--- src/rtl/ft232h_sync_responder.sv ---
// Device-side model of the FT232H 245 synchronous FIFO: RX/TX byte buffers, packet gaps on TXE#.
// Optional protocol-violation counter enabled by defining FT232H_RESP_VIOL_CHK_EN.
module ft232h_sync_responder #(
   parameter int RX_DEPTH   = 64,
   parameter int TX_DEPTH   = 64,
   parameter int TX_PKT_LEN = 16,
   parameter int TX_GAP     = 4
) (
   input  logic       usb_clk_i,
   input  logic       reset_i,
   input  logic [7:0] usb_data_i,
   output logic [7:0] usb_data_o,
   output logic       usb_data_oe_o,
   output logic       usb_rxf_n_o,
   output logic       usb_txe_n_o,
   input  logic       usb_rd_n_i,
   input  logic       usb_wr_n_i,
   input  logic       usb_oe_n_i,
   input  logic [7:0] hin_data_i,
   input  logic       hin_valid_i,
   output logic       hin_ready_o,
   output logic [7:0] hout_data_o,
   output logic       hout_valid_o,
   input  logic       hout_ready_i,
   output logic [7:0] viol_cnt_o
);
   localparam int RAW = $clog2(RX_DEPTH);
   localparam int TAW = $clog2(TX_DEPTH);
   localparam int PKW = (TX_PKT_LEN > 1) ? $clog2(TX_PKT_LEN) : 1;
   localparam int GCW = $clog2(TX_GAP + 1);

   typedef enum logic {ST_OPEN, ST_GAP} gap_state_e;

   logic [7:0]     rx_mem_q [RX_DEPTH];
   logic [7:0]     tx_mem_q [TX_DEPTH];
   logic [RAW-1:0] rx_rd_ptr_q, rx_rd_ptr_d, rx_wr_ptr_q, rx_wr_ptr_d;
   logic [RAW:0]   rx_cnt_q, rx_cnt_d;
   logic [TAW-1:0] tx_rd_ptr_q, tx_rd_ptr_d, tx_wr_ptr_q, tx_wr_ptr_d;
   logic [TAW:0]   tx_cnt_q, tx_cnt_d;
   logic [PKW-1:0] pkt_cnt_q, pkt_cnt_d;
   logic [GCW-1:0] gap_cnt_q, gap_cnt_d;
   gap_state_e     gap_st_q, gap_st_d;
   logic           rxf_n_q, rxf_n_d, txe_n_q, txe_n_d;
   logic           hin_ready_q, hin_ready_d, oe_q, oe_d;
   logic           rx_push, rx_pop, tx_push, tx_pop, pkt_wrap;

   assign rx_push  = hin_valid_i & hin_ready_q;
   assign rx_pop   = ~usb_rd_n_i & ~usb_oe_n_i & ~rxf_n_q;
   assign tx_push  = ~usb_wr_n_i & ~txe_n_q;
   assign tx_pop   = (tx_cnt_q != '0) & hout_ready_i;
   assign pkt_wrap = (TX_PKT_LEN != 0) && tx_push && (pkt_cnt_q == PKW'(TX_PKT_LEN - 1));

   always_comb begin
      rx_wr_ptr_d = rx_wr_ptr_q + RAW'(rx_push);
      rx_rd_ptr_d = rx_rd_ptr_q + RAW'(rx_pop);
      rx_cnt_d    = rx_cnt_q + (RAW+1)'(rx_push) - (RAW+1)'(rx_pop);
      rxf_n_d     = (rx_cnt_d == '0);
      hin_ready_d = (rx_cnt_d < (RAW+1)'(RX_DEPTH));
      oe_d        = ~usb_oe_n_i;
      tx_wr_ptr_d = tx_wr_ptr_q + TAW'(tx_push);
      tx_rd_ptr_d = tx_rd_ptr_q + TAW'(tx_pop);
      tx_cnt_d    = tx_cnt_q + (TAW+1)'(tx_push) - (TAW+1)'(tx_pop);
   end

   // Gap FSM: no writes are accepted while in GAP, so the packet counter is idle there.
   always_comb begin
      gap_st_d  = gap_st_q;
      gap_cnt_d = gap_cnt_q;
      pkt_cnt_d = pkt_cnt_q;
      if (tx_push && TX_PKT_LEN != 0)
         pkt_cnt_d = pkt_wrap ? '0 : pkt_cnt_q + 1'b1;
      case (gap_st_q)
         ST_OPEN: begin
            if (pkt_wrap) begin
               gap_st_d  = ST_GAP;
               gap_cnt_d = '0;
            end
         end
         ST_GAP: begin
            gap_cnt_d = gap_cnt_q + 1'b1;
            if (gap_cnt_d == GCW'(TX_GAP)) begin
               gap_st_d  = ST_OPEN;
               gap_cnt_d = '0;
            end
         end
         default: gap_st_d = ST_OPEN;
      endcase
      txe_n_d = (tx_cnt_d == (TAW+1)'(TX_DEPTH)) | (gap_st_d == ST_GAP);
   end

   always_ff @(posedge usb_clk_i or posedge reset_i) begin
      if (reset_i) begin
         rx_rd_ptr_q <= '0;
         rx_wr_ptr_q <= '0;
         rx_cnt_q    <= '0;
         tx_rd_ptr_q <= '0;
         tx_wr_ptr_q <= '0;
         tx_cnt_q    <= '0;
         pkt_cnt_q   <= '0;
         gap_cnt_q   <= '0;
         gap_st_q    <= ST_OPEN;
         rxf_n_q     <= 1'b1;
         txe_n_q     <= 1'b1;
         hin_ready_q <= 1'b0;
         oe_q        <= 1'b0;
      end else begin
         rx_rd_ptr_q <= rx_rd_ptr_d;
         rx_wr_ptr_q <= rx_wr_ptr_d;
         rx_cnt_q    <= rx_cnt_d;
         tx_rd_ptr_q <= tx_rd_ptr_d;
         tx_wr_ptr_q <= tx_wr_ptr_d;
         tx_cnt_q    <= tx_cnt_d;
         pkt_cnt_q   <= pkt_cnt_d;
         gap_cnt_q   <= gap_cnt_d;
         gap_st_q    <= gap_st_d;
         rxf_n_q     <= rxf_n_d;
         txe_n_q     <= txe_n_d;
         hin_ready_q <= hin_ready_d;
         oe_q        <= oe_d;
      end
   end

   // Storage needs no reset: pointers and counts define which entries are live.
   always_ff @(posedge usb_clk_i) begin
      if (rx_push) rx_mem_q[rx_wr_ptr_q] <= hin_data_i;
      if (tx_push) tx_mem_q[tx_wr_ptr_q] <= usb_data_i;
   end

   assign usb_data_o    = (rx_cnt_q != '0) ? rx_mem_q[rx_rd_ptr_q] : 8'h00;
   assign usb_data_oe_o = oe_q;
   assign usb_rxf_n_o   = rxf_n_q;
   assign usb_txe_n_o   = txe_n_q;
   assign hin_ready_o   = hin_ready_q;
   assign hout_valid_o  = (tx_cnt_q != '0);
   assign hout_data_o   = (tx_cnt_q != '0) ? tx_mem_q[tx_rd_ptr_q] : 8'h00;

`ifdef FT232H_RESP_VIOL_CHK_EN
   logic [7:0] viol_cnt_q, viol_cnt_d;
   logic       viol_hit;

   always_comb begin
      viol_hit   = (~usb_wr_n_i & txe_n_q) | (~usb_rd_n_i & rxf_n_q) |
                   (~usb_rd_n_i & usb_oe_n_i) | (~usb_wr_n_i & ~usb_oe_n_i);
      viol_cnt_d = viol_cnt_q;
      if (viol_hit && viol_cnt_q != 8'hFF) viol_cnt_d = viol_cnt_q + 8'd1;
   end

   always_ff @(posedge usb_clk_i or posedge reset_i) begin
      if (reset_i) viol_cnt_q <= 8'h00;
      else         viol_cnt_q <= viol_cnt_d;
   end

   assign viol_cnt_o = viol_cnt_q;
`else
   assign viol_cnt_o = 8'h00;
`endif
endmodule

--- config.mk ---
export PLATFORM = sky130hd
export DESIGN_NAME = ft232h_sync_responder
export DESIGN_NICKNAME = d
export VERILOG_FILES = /design/src/rtl/ft232h_sync_responder.sv
export SDC_FILE = /design/constraint.sdc
export NUM_CORES = 1
export LEC_CHECK = 0
export BUFFER_PORTS_ARGS = -buffer_cell sky130_fd_sc_hd__clkbuf_2
export CORE_UTILIZATION = 58
export CTS_CLUSTER_SIZE = 8
export DETAILED_ROUTE_END_ITERATION = 8
export GPL_TIMING_DRIVEN = 1
export PLACE_DENSITY = 0.84
export SYNTH_ARGS = -nofsm -noshare
export SYNTH_HDL_FRONTEND = slang
export SYNTH_SLANG_ARGS = --single-unit
--- constraint.sdc ---
create_clock -name usb_clk_i -period 3.2 [get_ports usb_clk_i]
set_input_delay 0.16 -clock usb_clk_i [delete_from_list [all_inputs] [get_ports usb_clk_i]]
set_output_delay 0.16 -clock usb_clk_i [all_outputs]
set_load 0.01 [all_outputs]
==> flow_summary.toml, run 1 <==
[drt]
drtAntennaViolNets = 0
wl_mm = 106
wl_met3_mm = 11.5
routedWlPerCell_um = 31.5
drtIter0Drc = 3303
wirelength_met1_mm = 35.7
drt_pre_antenna_iters = 9
viasPerCell = 6.89
drc_errors = 0
via_count = 23200
dr_wl_met2_mm = 53.3
highest_layer = "met5"

[global_route]
antenna_found_initial = 2
grt_max_degree = 65
grt.overflow.total = 0
grt_pass1_vias = 24100
grtUsageTotal_pct = 28.9
grt_first_pass_wirelength_mm = 155

[logic_synthesis]
synth.mux.area_fraction_pct = 13.4
synthFlopType = "edfxtp_1"
ys_ff_latch = 1074
syn_inst = 2167
synth_seq_area_share_pct = 75.8
yosysMostFrequentCell = "edfxtp_1"
synth-simple-area-share_pct = 2.99
synth_compound_area_share_pct = 4.36
ys_warn_count = 0
synth_xor_area_share_pct = 0.539
yosys.area.top_type_share_pct = 72.8
synthArstFlopShare_pct = 4.66
yosys.area.top_type = "edfxtp_1"
synthAdderAreaFrac_pct = 0.925
synth_top_family_by_area = "multiplexers"
synth_edf_count = 1024
yosys-top-cells-area = "edfxtp_1 73%, mux4_2 10%, mux2i_1 3.0%"
syn_area_sq_um = 42200
synth_cell_types = 53
ys_top_cells_by_count = "1024 x edfxtp_1, 194 x mux4_2, 142 x nor2_1, 126 x mux2i_1, 68 x a21oi_1"
postSynthAreaPerCell_sq_um = 19.5

[layout]
drive_gt1_share_pct = 25.1
area_growth_syn_to_layout_pct = 16.0
nets = 2415
final_cells = 3367
register_area_sq_um = 32000
multi_input_area_sq_um = 9690
fill_cells = 4001

[timing]
tightestPinTransition_ps = 1220
fin_ws_ps = -9.93
setup_viol = 1
fin_skew_ps = 50.3
slew_headroom_pct = 18.9
final_max_slew_viol_count = 0
rsz0062_at_grt = "yes"
hold_viol = 0
min_period_over_period_pct = 100
clock.fmax_ghz = 0.312
fin_crit_ps = 3210

[cts]
cts-root-buf = "clkbuf_16"
clk_path_buf_depth = 3
clkTransAtPathRegs_ps = 50
clock_latency_ps = 720
numCtsBuffers = 153
cts_tree = "built"
numClockSinks = 1074
htreeDepth = 4

[die]
start_util_pct = 58.9
die_y_um = 272
dieArea_sq_um = 73900
die_w_um = 272
core-area_sq_um = 71700
io_pins = 52
rows = 98

[power]
p_comb_share_pct = 30.1
power_density_nw_per_um2 = 927
p_switching_uw = 14600
p_int_uw = 30800
clock_power_share_pct = 32.5
ir_drop_mv = 0.612
switching_share_pct = 32.1
seqPwrFrac_pct = 37.4
p_leak_uw = 0.0163

[critical_path]
cp-start-kind = "flip-flop"
path_cells = "buf_12 -> buf_4 -> bufbuf_16 -> mux4_2 -> a22oi_2 -> nand2_1 -> a22o_1 -> clkbuf_2"
critPathBufInv = 4
rr_startpoint = "tx_cnt_q[2]"
cpPeakStageDelay_ps = 560
crit_slowest_cell = "mux4_2"
required_ps = 3040
r2r_end = "usb_txe_n_o"
cp.arrival_ps = 3050
crit_family = "buffers and inverters"
path_class = "reg2out"
worst-path-max-fanout = 10
reg2regPathDepth = 14
r2r_slack_ps = 200
crit_path_end_kind = "primary output"

[placement]
place_ws_ps = 209
hpwl_mm = 56.6
dp_cells = 3119
place.gp.congestion = 0.871
port_buffers = 43

[run_status]
violations = "negative setup slack"
status = "finished with violations"

[run]
cap_violations = 0

[worst_hold_path]
hold_path_class = "in2reg"
worstHoldStart = "usb_oe_n_i"
hold_depth = 3
hold_end = "usb_data_oe_o"
==> layout by cell type (no fill, tap or decap), types with 16 or more instances in the layout <==
master,synthesis,routed
a211oi_2,1,16
clkbuf_16,0,156
a22oi_1,64,43
a21oi_1,68,56
clkbuf_2,0,42
nor2_1,142,140
mux2i_1,126,125
buf_4,22,83
edfxtp_1,1024,1024
dfrtp_1,48,38
a22oi_2,0,21
nand3_1,21,20
ha_1,28,28
nand2_1,61,59
clkbuf_1,67,37
inv_1,29,28
o221ai_1,30,30
o22ai_1,32,32
a22o_1,16,16
mux4_2,194,194
a211oi_1,33,17
==> power groups by stage <==
| stage | clock [uW] | combinational (uW) | sequential (uW) |
|---|---|---|---|
| after floorplan | 0 | 8500 | 16600 |
| after global placement | 0 | 11200 | 17200 |
| after detailed placement | 0 | 11600 | 17300 |
| after CTS | 14800 | 12800 | 16900 |
| after global routing | 15400 | 14200 | 17000 |
| final | 14800 | 13700 | 17000 |
==> per-stage QoR <==
step	hold WS, ps	instance area [sq um]	power [uW]	TNS (ps)	util [%]
floorplan	219	42200	25100	0	-
global placement	363	43800	28400	0	61.0
detailed placement	360	43800	28900	0	61.0
CTS	159	48600	44500	-96.9	67.7
global route	184	49000	46600	-194	68.3
finish	182	49000	45400	-9.93	68.3
==> cell families (layout without fill, tap and decap cells) <==
family | count (synthesis) | count (layout)
fa+ha+maj | 30 | 30
mux | 321 | 321
simple gates | 284 | 284
xor+xnor | 26 | 26
buf+inv | 164 | 404
flops | 1074 | 1074
other cells | 1 | 11
compound gates | 267 | 267
==> final cells by class <==
type	count	area share, %
sequential	1074	65.4
inverter	29	0.222
multi-input combinational	936	19.8
clock buffer	191	8.15
clock inverter	16	0.649
timing repair buffer	168	3.36
tap	950	2.43
antenna	3	0.0153
==> routing by layer <==
layer | GRT usage [%] | vias up
met1 | 35.5 | 11600
li1 | - | 9167
met4 | 15.1 | 2
met5 | 0 | -
met2 | 47.9 | 2010
met3 | 6.85 | 383
==> flip-flops by register name, summed over array words and instances (netlist names), 3 cells and up <==
register,cells
pkt_cnt_q,4
rx_mem_q,512
tx_mem_q,512
tx_wr_ptr_q,6
tx_rd_ptr_q,6
rx_cnt_q,7
tx_cnt_q,7
rx_wr_ptr_q,6
rx_rd_ptr_q,6
gap_cnt_q,3
==> worst min-delay path, cell delays in order <==
cell and delay, ps:
dlygate4sd3_1 520, clkbuf_2 130, inv_1 40
==> repair_timing <==
action	in CTS	in global routing
endpoints found under the setup margin	16	17
endpoints found under the hold margin	66	20
hold buffers	7	1
pin swaps	0	10
setup buffers	13	10
cloned	4	2
resized for setup	34	53
==> how the worst max path moves through the flow <==
stage	slack, ps	startpoint	endpoint	cells after the start
after floorplan	370	tx_cnt_q[4]	usb_txe_n_o	14
after global placement	360	tx_cnt_q[4]	usb_txe_n_o	14
after detailed placement	210	usb_rxf_n_o	usb_rxf_n_o	10
after CTS	-50	rx_rd_ptr_q[0]	usb_data_o[6]	7
after global routing	-100	tx_rd_ptr_q[0]	hout_data_o[3]	7
final	-10	tx_rd_ptr_q[0]	hout_data_o[0]	8
Note: power is estimated with default switching activity, not from simulation.
==> run 2: changes to the inputs <==
--- a/config.mk
+++ b/config.mk
@@ -11,6 +11,7 @@
 export DETAILED_ROUTE_END_ITERATION = 8
 export GPL_TIMING_DRIVEN = 1
 export PLACE_DENSITY = 0.84
+export SKIP_CTS_REPAIR_TIMING = 1
 export SYNTH_ARGS = -nofsm -noshare
 export SYNTH_HDL_FRONTEND = slang
 export SYNTH_SLANG_ARGS = --single-unit
==> run 2 against run 1 <==
Compared with the run above: the flow still finishes with violations (negative setup slack); largest cell class unchanged; clock-buffer cell count unchanged; hold slack got worse by 35 ps; clock skew decreased by 3.3 ps; maximum frequency decreased by 2.2%; register-to-register slack about the same; sequential power about the same; cell count increased by 0.24%; global-route usage decreased by 0.99 points; routed wire length increased by 4.3%; critical path depth decreased by 2; die area unchanged.
==> flow_summary.toml, run 2 (same netlist as run 1, synthesis figures left out) <==
[drt]
wl_mm = 111
viasPerCell = 6.98
drtIter0Drc = 3581
drc_errors = 0
drtAntennaViolNets = 0
routedWlPerCell_um = 32.8
via_count = 23600
drt_pre_antenna_iters = 8

[critical_path]
worst-path-max-fanout = 25
crit_path_end_kind = "primary output"
required_ps = 3040
startpoint = "rx_rd_ptr_q[1]"
reg2regPathDepth = 14
cp.arrival_ps = 3120
cpPeakStageDelay_ps = 590
rr_startpoint = "tx_cnt_q[2]"
critPathBufInv = 2
cp-start-kind = "flip-flop"
crit_slowest_cell = "dfrtp_4"
r2r_end = "usb_txe_n_o"
crit_family = "compound AO/OA/AOI/OAI gates"
path_cells = "buf_6 -> mux4_2 -> a211oi_2 -> a21oi_1 -> a22o_1 -> clkbuf_2"
path_class = "reg2out"
r2r_slack_ps = 200

[cts]
numCtsBuffers = 153
numClockSinks = 1074
clk_path_buf_depth = 3
clkTransAtPathRegs_ps = 60
clock_latency_ps = 750
cts-root-buf = "clkbuf_16"
htreeDepth = 4
cts_tree = "built"

[die]
die_w_um = 272
io_pins = 52
core-area_sq_um = 71700
die_y_um = 272
start_util_pct = 58.9
rows = 98
dieArea_sq_um = 73900

[layout]
multi_input_area_sq_um = 9760
register_area_sq_um = 32000
top_regs = "rx_mem_q: 512 flops, tx_mem_q: 512 flops"
area_growth_syn_to_layout_pct = 16.3
design_area_sq_um = 49100
nets = 2425
final_cells = 3375
layout_common_cells = "1024 x edfxtp_1, 194 x mux4_2, 161 x clkbuf_16"
final_common_cell = "edfxtp_1"
fill_cells = 3991
drive_gt1_share_pct = 25.7

[global_route]
grt_max_degree = 65
grt.overflow.total = 0
grtUsageTotal_pct = 27.9
antenna_found_initial = 2
grt_first_pass_wirelength_mm = 151
grt_pass1_vias = 23700

[worst_hold_path]
hold_end = "rx_mem_q[17][7]"
hold_path_class = "in2reg"
worstHoldStart = "hin_data_i[7]"
hold_depth = 1

[timing]
hold_viol = 0
fin_crit_ps = 3280
final_max_slew_viol_count = 0
rsz0062_at_grt = "yes"
slew_headroom_pct = 18.9
tightestPinTransition_ps = 1220
setup_viol = 9
fin_skew_ps = 47.0
clock.fmax_ghz = 0.305
holdWs_ps = 147
min_period_over_period_pct = 103
fin_ws_ps = -83.1

[power]
p_comb_share_pct = 30.6
total_power_uw = 45900
p_leak_uw = 0.0163
clock_power_share_pct = 32.3
switching_share_pct = 32.6
power_density_nw_per_um2 = 934
seqPwrFrac_pct = 37.1
p_int_uw = 30900
p_switching_uw = 15000
ir_drop_mv = 0.679

[run]
cap_violations = 0

[placement]
port_buffers = 43
placed_area_sq_um = 43800
dp_cells = 3119
hpwl_mm = 56.6
place_ws_ps = 209
place.gp.congestion = 0.871

[run_status]
status = "finished with violations"
violations = "negative setup slack"
[run 2: worst register-to-register path, cell delays in order (launching register included)]
cell and delay (ps):
dfrtp_1 360, inv_1 80, ha_1 210, nand4_1 110
nand2_1 100, or2_2 330, nand2_1 70, ha_1 190
inv_1 80, fa_1 420, nand2b_1 160, a21oi_1 250
nor3_1 80, or2_2 290, a41o_1 180
[run 2: metrics by stage]
step | TNS, ps | utilization (%)
2_1_floorplan | 0 | -
3_3_place_gp | 0 | 61.0
3_5_place_dp | 0 | 61.0
4_1_cts | -4430 | 67.0
5_1_grt | -625 | 68.5
6_report | -289 | 68.5
[run 2: worst max path at each step]
stage                          end  cells after the start  slack [ps]
finish               usb_data_o[4]                      6         -80
detailed placement     usb_rxf_n_o                     10         210
global route        hout_data_o[0]                      7        -100
CTS                  usb_data_o[0]                      7        -340
floorplan              usb_txe_n_o                     14         370
global placement       usb_txe_n_o                     14         360
[run 2: final cells by class]
class	instances	area share, %
repair buffers	178	3.49
clock buffers	191	8.13
flip-flops and latches	1074	65.2
clock inverters	16	0.647
well taps	950	2.42
multi-input cells	936	19.9
inverters	29	0.222
diodes	1	0.00510
[run 2: power by group through the flow]
stage | registers (uW) | logic [uW] | clock network, uW
CTS | 17000 | 11900 | 14800
floorplan | 16600 | 8500 | 0
global route | 17000 | 14600 | 15400
finish | 17000 | 14000 | 14800
detailed placement | 17300 | 11600 | 0
global placement | 17200 | 11200 | 0
[run 2: metal layers]
layer | global-route usage, % | vias to the layer above | routed length (um) | share of wire (%)
li1 | - | 9162 | - | -
met5 | 0 | - | 8 | 0.0072
met1 | 34.7 | 11900 | 36800 | 33
met2 | 46.6 | 2052 | 56000 | 51
met4 | 12.8 | 2 | 5820 | 5.3
met3 | 6.55 | 408 | 11900 | 11
